<file path="src/rtl/jtoutrun_obj_draw.sv">
// Sprite draw engine: fetches 4bpp words from object ROM and writes zoomed,
// flipped pixels into the object line buffer, one command at a time.
module jtoutrun_obj_draw #(
    parameter logic [8:0] XOFFSET = 9'd0,
    parameter logic [9:0] MAXPX   = 10'd512
) (
    input  logic        clk,
    input  logic        rst,
    input  logic        dr_start,
    output logic        dr_busy,
    input  logic [8:0]  dr_xpos,
    input  logic [15:0] dr_offset,
    input  logic [2:0]  dr_bank,
    input  logic [1:0]  dr_prio,
    input  logic        dr_shadow,
    input  logic [6:0]  dr_pal,
    input  logic [9:0]  dr_hzoom,
    input  logic        dr_hflip,
    input  logic        dr_backwd,
    output logic [17:0] rom_addr,
    output logic        rom_cs,
    input  logic        rom_ok,
    input  logic [31:0] rom_data,
    output logic [8:0]  buf_addr,
    output logic [13:0] buf_data,
    output logic        buf_we
);

    typedef enum logic [1:0] {ST_IDLE = 2'd0, ST_FETCH = 2'd1, ST_DRAW = 2'd2} state_t;

    // pixel 0 lives in the top nibble
    function automatic logic [3:0] nibble_sel(input logic [31:0] word, input logic [2:0] idx);
        logic [4:0] lsb;
        lsb = 5'd28 - {idx, 2'b00};
        return word[lsb +: 4];
    endfunction

    state_t       state_r, state_s;
    logic [8:0]   x_r, x_s;
    logic [2:0]   sidx_r, sidx_s;
    logic [8:0]   acc_r, acc_s;
    logic [9:0]   cnt_r, cnt_s;
    logic [14:0]  offset_r, offset_s;
    logic         busy_r, busy_s;
    logic [2:0]   bank_r, bank_s;
    logic [1:0]   prio_r;
    logic         shadow_r;
    logic [6:0]   pal_r;
    logic [9:0]   hzoom_r;
    logic         hflip_r, backwd_r;
    logic [31:0]  word_r;
    logic         rom_cs_r, rom_cs_s, cs_prev_r;
    logic [17:0]  rom_addr_r;
    logic         buf_we_r;
    logic [8:0]   buf_addr_r;
    logic [13:0]  buf_data_r;
    logic         load_s, capture_s, we_s;
    logic [3:0]   pix_s;
    logic [10:0]  sum_s;
    logic [1:0]   adv_s;
    logic [3:0]   step_s;
    logic         unused_s;

    assign unused_s = dr_offset[15];
    assign dr_busy  = busy_r;
    assign rom_cs   = rom_cs_r;
    assign rom_addr = rom_addr_r;
    assign buf_we   = buf_we_r;
    assign buf_addr = buf_addr_r;
    assign buf_data = buf_data_r;

    // Next-state logic and datapath updates for the draw FSM
    always_comb begin
        state_s   = state_r;
        x_s       = x_r;
        sidx_s    = sidx_r;
        acc_s     = acc_r;
        cnt_s     = cnt_r;
        offset_s  = offset_r;
        busy_s    = busy_r;
        load_s    = 1'b0;
        capture_s = 1'b0;
        we_s      = 1'b0;
        pix_s     = nibble_sel(word_r, sidx_r);
        sum_s     = {2'b00, acc_r} + {1'b0, hzoom_r};
        adv_s     = sum_s[10:9];
        // bit 3 of the step flags a word crossing in either direction
        step_s    = hflip_r ? ({1'b0, sidx_r} - {2'b00, adv_s})
                            : ({1'b0, sidx_r} + {2'b00, adv_s});
        case (state_r)
            ST_IDLE: begin
                if (dr_start) begin
                    load_s   = 1'b1;
                    x_s      = dr_xpos + XOFFSET;
                    sidx_s   = dr_hflip ? 3'd7 : 3'd0;
                    acc_s    = 9'd0;
                    cnt_s    = 10'd0;
                    offset_s = dr_offset[14:0];
                    busy_s   = 1'b1;
                    state_s  = ST_FETCH;
                end else begin
                    state_s  = ST_IDLE;
                end
            end
            ST_FETCH: begin
                if (rom_cs_r && cs_prev_r && rom_ok) begin
                    capture_s = 1'b1;
                    state_s   = ST_DRAW;
                end else begin
                    state_s   = ST_FETCH;
                end
            end
            ST_DRAW: begin
                if ((hzoom_r == 10'd0) || (pix_s == 4'hF)) begin
                    busy_s  = 1'b0;
                    state_s = ST_IDLE;
                end else begin
                    we_s   = (pix_s != 4'h0);
                    x_s    = backwd_r ? (x_r - 9'd1) : (x_r + 9'd1);
                    cnt_s  = cnt_r + 10'd1;
                    acc_s  = sum_s[8:0];
                    sidx_s = step_s[2:0];
                    if (cnt_s == MAXPX) begin
                        busy_s  = 1'b0;
                        state_s = ST_IDLE;
                    end else if (step_s[3]) begin
                        offset_s = hflip_r ? (offset_r - 15'd1) : (offset_r + 15'd1);
                        state_s  = ST_FETCH;
                    end else begin
                        state_s  = ST_DRAW;
                    end
                end
            end
            default: begin
                busy_s  = 1'b0;
                state_s = ST_IDLE;
            end
        endcase
        // a pending pixel write delays the ROM request by one cycle
        rom_cs_s = (state_s == ST_FETCH) && !we_s;
        bank_s   = load_s ? dr_bank : bank_r;
    end

    // State, command latches and traversal registers
    always_ff @(posedge clk) begin
        if (rst) begin
            state_r  <= ST_IDLE;
            x_r      <= 9'd0;
            sidx_r   <= 3'd0;
            acc_r    <= 9'd0;
            cnt_r    <= 10'd0;
            offset_r <= 15'd0;
            busy_r   <= 1'b0;
            bank_r   <= 3'd0;
            prio_r   <= 2'd0;
            shadow_r <= 1'b0;
            pal_r    <= 7'd0;
            hzoom_r  <= 10'd0;
            hflip_r  <= 1'b0;
            backwd_r <= 1'b0;
            word_r   <= 32'd0;
        end else begin
            state_r  <= state_s;
            x_r      <= x_s;
            sidx_r   <= sidx_s;
            acc_r    <= acc_s;
            cnt_r    <= cnt_s;
            offset_r <= offset_s;
            busy_r   <= busy_s;
            bank_r   <= bank_s;
            if (load_s) begin
                prio_r   <= dr_prio;
                shadow_r <= dr_shadow;
                pal_r    <= dr_pal;
                hzoom_r  <= dr_hzoom;
                hflip_r  <= dr_hflip;
                backwd_r <= dr_backwd;
            end
            if (capture_s) begin
                word_r <= rom_data;
            end
        end
    end

    // Registered ROM request and line-buffer write port
    always_ff @(posedge clk) begin
        if (rst) begin
            rom_cs_r   <= 1'b0;
            cs_prev_r  <= 1'b0;
            rom_addr_r <= 18'd0;
            buf_we_r   <= 1'b0;
            buf_addr_r <= 9'd0;
            buf_data_r <= 14'd0;
        end else begin
            rom_cs_r  <= rom_cs_s;
            cs_prev_r <= rom_cs_r;
            if (rom_cs_s) begin
                rom_addr_r <= {bank_s, offset_s};
            end
            buf_we_r <= we_s;
            if (we_s) begin
                buf_addr_r <= x_r;
                buf_data_r <= {shadow_r, prio_r, pal_r, pix_s};
            end
        end
    end

endmodule

</file>
<file path="config.mk">
export PLATFORM = sky130hd
export DESIGN_NAME = jtoutrun_obj_draw
export DESIGN_NICKNAME = d
export VERILOG_FILES = /design/src/rtl/jtoutrun_obj_draw.sv
export SDC_FILE = /design/constraint.sdc
export NUM_CORES = 1
export LEC_CHECK = 0
export BUFFER_PORTS_ARGS = -buffer_cell sky130_fd_sc_hd__buf_2
export CAP_MARGIN = 10
export CORE_ASPECT_RATIO = 0.7
export CORE_MARGIN = 2
export CORE_UTILIZATION = 47
export DETAILED_ROUTE_END_ITERATION = 7
export PLACE_DENSITY = 0.7
export SLEW_MARGIN = 10
export SYNTH_ARGS = -nofsm -noshare
export SYNTH_HDL_FRONTEND = slang
export SYNTH_SLANG_ARGS = --single-unit
</file>
<file path="constraint.sdc">
create_clock -name clk -period 9.05 [get_ports clk]
set_input_delay 2.715 -clock clk [delete_from_list [all_inputs] [get_ports clk]]
set_output_delay 2.715 -clock clk [all_outputs]
set_load 0.01 [all_outputs]
</file>
==> run_results.csv <==
group,metric,value,unit
status,outcome,"finished clean",
global_routing,antenna_found_initial,0,
setup_path,crit_type,"reg2reg",
pwr,swShare,0.269,
yosys,synth.distinct_cells,59,
clocking,path_clk_slew,0.07,ns
sta,relSlewSlack,0.208,
setup_path,cp.depth,23,
setup_path,critPathTopFamily,"compound AO/OA/AOI/OAI gates",
pwr,seqPwrFrac,0.437,
pwr,p_clk_frac,0.445,
pwr,irDropWorstVdd,0.137,mV
global_routing,grt_start_max_net_pins,97,
pwr,p_leak,3.72,nW
sta,fin_crit_sh,0.583,
detailed_routing,num_vias,6735,
floorplan,start_util,0.485,
detailed_routing,drtPass1Iterations,4,
setup_path,cp_data_arrival_time,5.54,ns
run,drv_cap,0,
yosys,async_reset_ff_frac,0,
detailed_routing,drt_iter0_markers,478,
sta,hold_viol,0,
setup_path,end_kind,"flop",
finish,layout.nets,1161,
sta,finalClockSkew,0.0107,ns
finish,fin_area,8930,sq um
setup_path,cpMaxStageDelayCell,"a221oi_1",
yosys,ys.flop_type,"dfxtp_1",
sta,period_needed,5.28,ns
yosys,netlist_top_cells_count,"nand2_1 (157), dfxtp_1 (150), a21oi_1 (118)",
finish,layout-drive-gt1-share,0.192,
clocking,cts.sinks,150,
yosys,synth_area,7620,sq um
placement,gp_congestion,0.834,
yosys,synth.avg_cell_area,8.09,sq um
setup_path,crit_fanout,28,
global_routing,grt_first_pass_wirelength,30700,um
pwr,p_sw,438,uW
detailed_routing,routed_via_density,5.39,
detailed_routing,routed_wirelength,18400,um
yosys,synth_cells,941,
setup_path,r2r-start,"hzoom_r[0]",
clocking,post-cts-setup-buffers,0,
min_path,hold_path_class,"reg2reg",
clocking,cts_resized,0,
floorplan,die_y,111,um
setup_path,rrSetupSlack,3.77,ns
sta,setup_violations,0,
global_routing,first_global_vias,6248,
sta,final_max_slew_viol_count,0,
setup_path,endpoint,"rom_addr[6]",
sta,setup-tns-final,0,ns
yosys,ys_seq_area_frac,0.394,
finish,diodes,0,
setup_path,cp_common_cell,"o21ai_0",
setup_path,start_kind,"flop",
clocking,cts_tree,"built",
placement,io_buffers,128,
yosys,yosysMostFrequentCell,"nand2_1",
setup_path,critPathMaxStageDelay,0.48,ns
yosys,synth_area_leaders,"dfxtp_1 (39%), a21oi_1 (7.8%), nand2_1 (7.7%)",
sta,rsz0062_at_grt,"no",
placement,postPlaceCellArea,8320,sq um
detailed_routing,ant_nets,0,
clocking,insertion_delay,0.42,ns
setup_path,crit_chain,"ha_1 > inv_1 > fa_1 > nor2b_1 > o21ai_0 > a21boi_0 > o21ai_0 > a21oi_1 > and2_1 > o21ai_0 > ha_1 > inv_1 > mux2_2 > ha_1 > nor2b_1 > o21ai_0 > a21oi_1 > o21a_1 > o211ai_2 > buf_4 > mux2_2 > a221oi_1 > a211oi_1",
setup_path,critPathRequiredTime,9.31,ns
clocking,cts_buffers,17,
setup_path,worstRegToRegCells,23,
clocking,cts.path.max_buffers,2,
global_routing,grt-ovfl-total,0,
setup_path,path_buf_inv,3,
clocking,postCtsHoldBufs,0,
pwr,power,1.62,mW
clocking,cts-root-buf,"clkbuf_16",
clocking,h-tree-depth,4,
detailed_routing,wl_per_cell,14.7,um
setup_path,r2r-end,"rom_addr[6]",
yosys,yosysTopAreaCell,"dfxtp_1",
floorplan,core_area,15700,sq um
pwr,p_comb_frac,0.118,
pwr,p_int,1.19,mW
yosys,synth_top_area_share,0.394,
floorplan,io_pins,130,
yosys,syn_nets,1065,
pwr,p_per_area,182,nW/um^2
sta,fmax,0.189,GHz
setup_path,crit_path_start,"hzoom_r[0]",
finish,syn2layout_area_growth,17.2,%
yosys,ys_ff_latch,150,
placement,hpwl,12200,um
floorplan,die_area,17300,sq um
yosys,synth_edf_count,0,
detailed_routing,drcViolationCount,0,
floorplan,rows,38,
floorplan,die_x,156,um
sta,worst_slew_pin_slew,1.19,ns
global_routing,track_usage,0.217,
yosys,yosysWarnings,0,
power by group through the flow:
stage | Sequential, mW | Clock [mW] | Combinational (mW)
final | 0.710 | 0.723 | 0.191
after global routing | 0.714 | 0.766 | 0.215
after CTS | 0.710 | 0.736 | 0.192
after detailed placement | 0.725 | 0 | 0.190
after global placement | 0.724 | 0 | 0.187
after floorplan | 0.719 | 0 | 0.134
stage by stage:
step | setup slack (ns) | util | hold slack, ns | cells
2_1_floorplan | 4.66 | - | 0.433 | 941
3_3_place_gp | 3.94 | 0.530 | 0.440 | 1218
3_5_place_dp | 3.82 | 0.530 | 0.443 | 1218
4_1_cts | 3.79 | 0.569 | 0.453 | 1250
5_1_grt | 3.38 | 0.569 | 0.471 | 1250
6_report | 3.77 | 0.569 | 0.452 | 1250
sequential cells by signal, summed over array words and instances (netlist names):
name and flops:
acc_r 9, backwd_r 1, bank_r 3, buf_addr 9
buf_data 14, buf_we 1, cnt_r 10, cs_prev_r 1
dr_busy 1, hflip_r 1, hzoom_r 10, offset_r 15
pal_r 7, prio_r 2, rom_addr 18, rom_cs 1
shadow_r 1, sidx_r 3, state_r 2, word_r 32
x_r 9
worst register-to-register path: stages (launching register included):
cell      delay (ns)
dfxtp_1         0.36
ha_1            0.20
inv_1           0.06
fa_1            0.37
nor2b_1         0.15
o21ai_0         0.13
a21boi_0        0.29
o21ai_0         0.16
a21oi_1         0.20
and2_1          0.17
o21ai_0         0.14
ha_1            0.32
inv_1           0.04
mux2_2          0.25
ha_1            0.26
nor2b_1         0.12
o21ai_0         0.18
a21oi_1         0.12
o21a_1          0.20
o211ai_2        0.06
buf_4           0.31
mux2_2          0.39
a221oi_1        0.48
a211oi_1        0.15
worst min path at each step:
| stage | start | to | cells past startpoint |
|---|---|---|---|
| after CTS | word_r[22] | word_r[22] | 2 |
| after global placement | word_r[22] | word_r[22] | 2 |
| after detailed placement | word_r[22] | word_r[22] | 2 |
| after floorplan | word_r[20] | word_r[20] | 2 |
| after global routing | prio_r[0] | prio_r[0] | 2 |
| final | word_r[25] | word_r[25] | 2 |
layer usage:
metal | GRT usage | share of wire
met4 | 0.0618 | 0.015
met3 | 0.0471 | 0.058
met2 | 0.308 | 0.41
met5 | 0 | 0
met1 | 0.328 | 0.52
final cells by class:
class                      count  area [sq um]
multi-input combinational    714          4300
tap                          200           250
inverter                      17          63.8
clock buffer                  18           439
clock inverter                14           164
fill                        1484          6760
timing repair buffer         137           711
sequential                   150          3000
logic make-up (layout without fill, tap and decap cells):
kind of cell	Yosys count	in the layout	synth area share
AO/OA/AOI/OAI	240	240	0.196
XOR/XNOR	23	23	0.0264
adder cells (fa/ha/maj)	38	38	0.0664
buffers and inverters	77	186	0.0429
flip-flops	150	150	0.394
multiplexers	33	33	0.0575
AND/OR/NAND/NOR	380	380	0.217
cell usage in the layout (no fill, tap or decap), drive strengths merged, types with 23 or more instances in the layout:
master	count
nor3	27
nand2	157
a21oi	118
nor2	115
nor2b	24
ha	34
buf	137
o21ai	43
inv	23
dfxtp	150
Power figures use the tool's default switching activity.
